$ cat src/rtl/scaler_sfft_ctrl.sv
// Sequencer for the stochastic butterfly FFT: clear, load weights, stream N+LAT cycles,
// and count ones per output lane so the stochastic result can be read back as binary.
module scaler_sfft_ctrl #(
   parameter int BITWIDTH  = 8,
   parameter int NUMINPUTS = 8,
   parameter int LOG2N     = 3,
   parameter int LAT       = LOG2N
) (
   input  logic                                iClk,
   input  logic                                iRstN,
   input  logic                                iStart,
   input  logic                                iAbort,
   input  logic [NUMINPUTS-1:0]                iReal,
   input  logic [NUMINPUTS-1:0]                iImg,
   output logic                                oClr,
   output logic                                oLoadW,
   output logic                                oEn,
   output logic                                oBusy,
   output logic                                oDone,
   output logic [NUMINPUTS*(BITWIDTH+1)-1:0]   oRealCnt,
   output logic [NUMINPUTS*(BITWIDTH+1)-1:0]   oImgCnt
);

   localparam int N      = 1 << BITWIDTH;
   localparam int RUNLEN = N + LAT;
   localparam int CNTW   = $clog2(RUNLEN + 1);
   localparam int ACCW   = BITWIDTH + 1;
   localparam int VECW   = NUMINPUTS * ACCW;

   localparam logic [CNTW-1:0] LAST_CNT  = CNTW'(RUNLEN - 1);
   localparam logic [CNTW-1:0] FIRST_SMP = CNTW'(LAT);

   typedef enum logic [2:0] {
      IDLE,
      CLEAR,
      LOAD,
      RUN,
      DONE
   } state_t;

   state_t            state_q, state_d;
   logic [CNTW-1:0]   cnt_q, cnt_d;
   logic [VECW-1:0]   accReal_q, accReal_d;
   logic [VECW-1:0]   accImg_q, accImg_d;
   logic [VECW-1:0]   realCnt_q, realCnt_d;
   logic [VECW-1:0]   imgCnt_q, imgCnt_d;
   logic              clr_q, clr_d;
   logic              loadW_q, loadW_d;
   logic              en_q, en_d;
   logic              busy_q, busy_d;
   logic              done_q, done_d;
   logic              sampleEn;
   logic              lastRun;

   always_comb begin
      state_d   = state_q;
      cnt_d     = cnt_q;
      accReal_d = accReal_q;
      accImg_d  = accImg_q;
      realCnt_d = realCnt_q;
      imgCnt_d  = imgCnt_q;
      sampleEn  = (state_q == RUN) && (cnt_q >= FIRST_SMP);
      lastRun   = (state_q == RUN) && (cnt_q == LAST_CNT);

      // The first LAT run cycles are pipeline fill; only later bits are counted.
      if (sampleEn) begin
         for (int k = 0; k < NUMINPUTS; k++) begin
            accReal_d[k*ACCW +: ACCW] = accReal_q[k*ACCW +: ACCW] + ACCW'(iReal[k]);
            accImg_d[k*ACCW +: ACCW]  = accImg_q[k*ACCW +: ACCW] + ACCW'(iImg[k]);
         end
      end

      unique case (state_q)
         IDLE: begin
            if (iStart && !iAbort) state_d = CLEAR;
         end
         CLEAR: begin
            state_d   = LOAD;
            cnt_d     = '0;
            accReal_d = '0;
            accImg_d  = '0;
         end
         LOAD: begin
            state_d = RUN;
         end
         RUN: begin
            if (lastRun) begin
               state_d   = DONE;
               realCnt_d = accReal_d;
               imgCnt_d  = accImg_d;
            end else begin
               cnt_d = cnt_q + CNTW'(1);
            end
         end
         DONE: begin
            state_d = IDLE;
         end
         default: begin
            state_d = IDLE;
         end
      endcase

      // An abort discards the transform in progress, so readout keeps the last result.
      if (iAbort && (state_q != IDLE)) begin
         state_d   = IDLE;
         realCnt_d = realCnt_q;
         imgCnt_d  = imgCnt_q;
      end

      clr_d   = (state_d == CLEAR);
      loadW_d = (state_d == LOAD);
      en_d    = (state_d == RUN);
      busy_d  = (state_d != IDLE);
      done_d  = (state_d == DONE);
   end

   always_ff @(posedge iClk or negedge iRstN) begin
      if (!iRstN) begin
         state_q   <= IDLE;
         cnt_q     <= '0;
         accReal_q <= '0;
         accImg_q  <= '0;
         realCnt_q <= '0;
         imgCnt_q  <= '0;
         clr_q     <= 1'b0;
         loadW_q   <= 1'b0;
         en_q      <= 1'b0;
         busy_q    <= 1'b0;
         done_q    <= 1'b0;
      end else begin
         state_q   <= state_d;
         cnt_q     <= cnt_d;
         accReal_q <= accReal_d;
         accImg_q  <= accImg_d;
         realCnt_q <= realCnt_d;
         imgCnt_q  <= imgCnt_d;
         clr_q     <= clr_d;
         loadW_q   <= loadW_d;
         en_q      <= en_d;
         busy_q    <= busy_d;
         done_q    <= done_d;
      end
   end

   assign oClr     = clr_q;
   assign oLoadW   = loadW_q;
   assign oEn      = en_q;
   assign oBusy    = busy_q;
   assign oDone    = done_q;
   assign oRealCnt = realCnt_q;
   assign oImgCnt  = imgCnt_q;

endmodule

$ cat config.mk
export PLATFORM = sky130hd
export DESIGN_NAME = scaler_sfft_ctrl
export DESIGN_NICKNAME = d
export VERILOG_FILES = /design/src/rtl/scaler_sfft_ctrl.sv
export SDC_FILE = /design/constraint.sdc
export NUM_CORES = 1
export LEC_CHECK = 0
export CORE_MARGIN = 1
export CORE_UTILIZATION = 31
export CTS_BUF_LIST = sky130_fd_sc_hd__clkbuf_4
export DETAILED_ROUTE_END_ITERATION = 6
export MAX_ROUTING_LAYER = met4
export PLACE_DENSITY_LB_ADDON = 0.05
export SLEW_MARGIN = 0
export SYNTH_ARGS = -nofsm -noshare
export SYNTH_HDL_FRONTEND = slang
export SYNTH_SLANG_ARGS = --single-unit
export TNS_END_PERCENT = 50
$ cat constraint.sdc
create_clock -name iClk -period 2.9 [get_ports iClk]
set_input_delay 0.58 -clock iClk [delete_from_list [all_inputs] [get_ports iClk]]
set_output_delay 0.58 -clock iClk [all_outputs]
set_load 0.03 [all_outputs]
==> impl_metrics.yaml <==
power:
  vdd_drop_max_mv: 0.214
  powerDensity_nw_per_um2: 512
  p_sw_share_pct: 24.6
  seqPwrFrac_pct: 51.1
  p_int_mw: 6.31
  power_leakage_nw: 7.21
  p_clk_share_pct: 45.4
  combPwrFrac_pct: 3.5
  power.switching_mw: 2.06
die:
  initial_utilization_pct: 31.5
  ios: 169
  die_w_um: 206
  core_um2: 41000
  dieArea_um2: 42500
  die_height_um: 206
  rows: 74
yosys:
  synth_area_um2: 12900
  ys_types: 35
  synth_nets: 1339
  ys_warn_count: 0
  synth_seq_cells: 305
  ys_seq_area_share_pct: 59.1
  syn_avg_cell_area_um2: 10.1
  synthCells: 1285
timing:
  worstMarginPinSlew_ns: 0.707
  hold_viol_final: 0
  drv_slew: 0
  finClkSkew_ns: 0.0355
  relSlewSlack_pct: 52.9
  holdWs_ns: 0.422
  tns_ns: 0
  rsz0062_at_grt: "false"
  finalSetupViolCount: 0
  fmax_ghz: 0.413
  period_needed_ns: 2.42
  period_share_pct: 83.4
  fin_ws_ns: 0.480
setup_path:
  worstSetupPathType: "reg2reg"
  path_max_fanout: 7
  cp-start-kind: "register"
  endpoint_kind: "register"
  cp.required_ns: 3.45
  reg2reg_depth: 8
  crit_arrival_ns: 2.97
status:
  violations: "DRC"
  outcome: "finished, violations left"
finish:
  fill_cells: 4171
  final_nets: 1556
  mostFrequentLayoutCells: "dfrtp_1, nand2_1, clkdlybuf4s50_1, nor2_1, clkbuf_4"
  area_growth_pct: 26.5
  final_common_cell: "dfrtp_1"
  layout-drive-gt1-share_pct: 10.8
cts:
  clkTransAtPathRegs_ns: 0.06
  cts_resized: 0
  post_cts_buffers: 0
  numCtsBuffers: 88
  htreeDepth: 3
  cts_hold_buf: 1
  root_buffer: "clkbuf_4"
  cts_tree: "yes"
  clk_path_buf_depth: 3
  cts_sinks: 305
  insertion_delay_ns: 0.73
routing:
  wl_mm: 32.7
  via_per_inst: 4.61
  top_layer: "met4"
  drt_first_pass_iters: 6
  ant_nets: 0
  met1_length_mm: 16.0
  dr_total_vias: 9661
  dr_wl_met2_mm: 14.2
  drc_errors: 26
  wl_per_cell_um: 15.6
  drt_iter0_markers: 338
  routed-wl-met3_mm: 1.76
placed_design:
  port_buffers: 168
  gp_congestion: 0.762
  place.detailed.hpwl_mm: 21.1
  dp_slack_ns: 0.475
global_route:
  overflow: 0
  grt_use_total_pct: 16.7
  grt_pass1_vias: 9965
  grt_pass1_wl_mm: 53.8
  grt_max_degree: 122
  antenna_found_initial: 3
run:
  drv_cap: 0
min_path:
  min_path_type: "in2async"
-- state kept, by name (all words and copies together) (netlist names) --
name and count:
accImg_q 72, accReal_q 72, oImgCnt 72, oRealCnt 72, cnt_q 9, state_q 3, oBusy 1, oClr 1
oDone 1, oEn 1, oLoadW 1
-- layout make-up --
type	count	area, um^2	share of cell area (%)
Clock buffer	125	938	5.74
Clock inverter	25	95.1	0.582
Tap cell	532	666	4.07
Timing Repair Buffer	198	2060	12.6
Inverter	11	41.3	0.253
Antenna cell	3	7.51	0.0459
Multi-Input combinational cell	898	4900	30.0
Sequential cell	305	7630	46.7
-- routing by layer --
metal | GRT usage (%) | up-vias
met2 | 24.0 | 189
met3 | 4.19 | 55
met1 | 22.4 | 4604
li1 | - | 4813
met5 | - | -
met4 | 6.51 | 0
-- power by group through the flow --
| stage | sequential [mW] | clock [mW] | combinational, mW |
|---|---|---|---|
| floorplan | 4.36 | 0 | 0.0944 |
| global placement | 4.36 | 0 | 0.307 |
| detailed placement | 4.36 | 0 | 0.305 |
| CTS | 4.28 | 4.01 | 0.307 |
| global route | 4.28 | 4.24 | 0.331 |
| finish | 4.28 | 3.80 | 0.290 |
-- logic make-up after synthesis --
| logic type | Yosys count | synth area share (%) |
|---|---|---|
| AO/OA/AOI/OAI | 192 | 7.70 |
| XOR/XNOR | 116 | 7.86 |
| flip-flops | 305 | 59.1 |
| multiplexers | 1 | 0.0775 |
| buffers and inverters | 82 | 3.33 |
| AND/OR/NAND/NOR | 555 | 18.7 |
| adder cells (fa/ha/maj) | 34 | 3.29 |
-- metrics by stage --
step / utilization [%] / area [um^2] / std cells / power [mW]
floorplan: - / 12900 / 1285 / 4.46
CTS: 39.8 / 16300 / 2094 / 8.59
finish: 39.8 / 16300 / 2097 / 8.37
global placement: 37.3 / 15300 / 1943 / 4.66
detailed placement: 37.3 / 15300 / 1943 / 4.66
global route: 39.8 / 16300 / 2097 / 8.85
-- synthesized netlist by cell type --
master | instances | share of area [%]
a21boi_0 | 1 | 0.058
a21oi_1 | 36 | 1.4
a22o_1 | 1 | 0.068
a31o_2 | 1 | 0.068
a31oi_1 | 4 | 0.19
and3_1 | 16 | 0.77
and3b_1 | 1 | 0.068
and4_1 | 3 | 0.20
buf_1 | 5 | 0.15
buf_2 | 17 | 0.66
buf_4 | 1 | 0.058
buf_6 | 13 | 1.1
clkbuf_1 | 35 | 1.0
dfrtp_1 | 305 | 59
ha_1 | 34 | 3.3
inv_1 | 11 | 0.32
mux2i_1 | 1 | 0.077
nand2_1 | 268 | 7.8
nand2b_1 | 3 | 0.15
nand3_1 | 36 | 1.4
nand3b_4 | 1 | 0.15
nand4_1 | 38 | 1.8
nor2_1 | 137 | 4.0
nor2b_1 | 1 | 0.048
nor3_1 | 32 | 1.2
nor4_1 | 16 | 0.77
nor4_4 | 1 | 0.16
o21ai_0 | 46 | 1.8
o21ai_1 | 98 | 3.8
o21ai_2 | 4 | 0.27
o31a_1 | 1 | 0.068
or3_1 | 1 | 0.048
or4_1 | 1 | 0.058
xnor2_1 | 57 | 3.9
xor2_1 | 59 | 4.0
-- worst max-delay path: stages (launching register included) --
cell	delay, ns
dfrtp_1	0.42
ha_1	0.29
nor4_1	0.29
buf_4	0.20
and3_1	0.52
buf_4	0.21
nor4_1	0.05
xnor2_1	0.17
o21ai_0	0.10
-- worst paths after layout --
check	startpoint	endpoint	slack, ns
setup / recovery	cnt_q[1]$_DFFE_PN0P_	oImgCnt[17]$_DFFE_PN0P_	0.48
hold / removal	iRstN	accImg_q[9]$_DFF_PN0_	0.42
setup reg to reg	cnt_q[1]$_DFFE_PN0P_	oImgCnt[17]$_DFFE_PN0P_	0.48
hold reg to reg	oImgCnt[51]$_DFFE_PN0P_	oImgCnt[51]$_DFFE_PN0P_	0.48
max in group asynchronous	iRstN	accReal_q[21]$_DFF_PN0_	1.71
min in group iClk	iStart	oClr$_DFF_PN0_	0.45
Power figures use the tool's default switching activity.
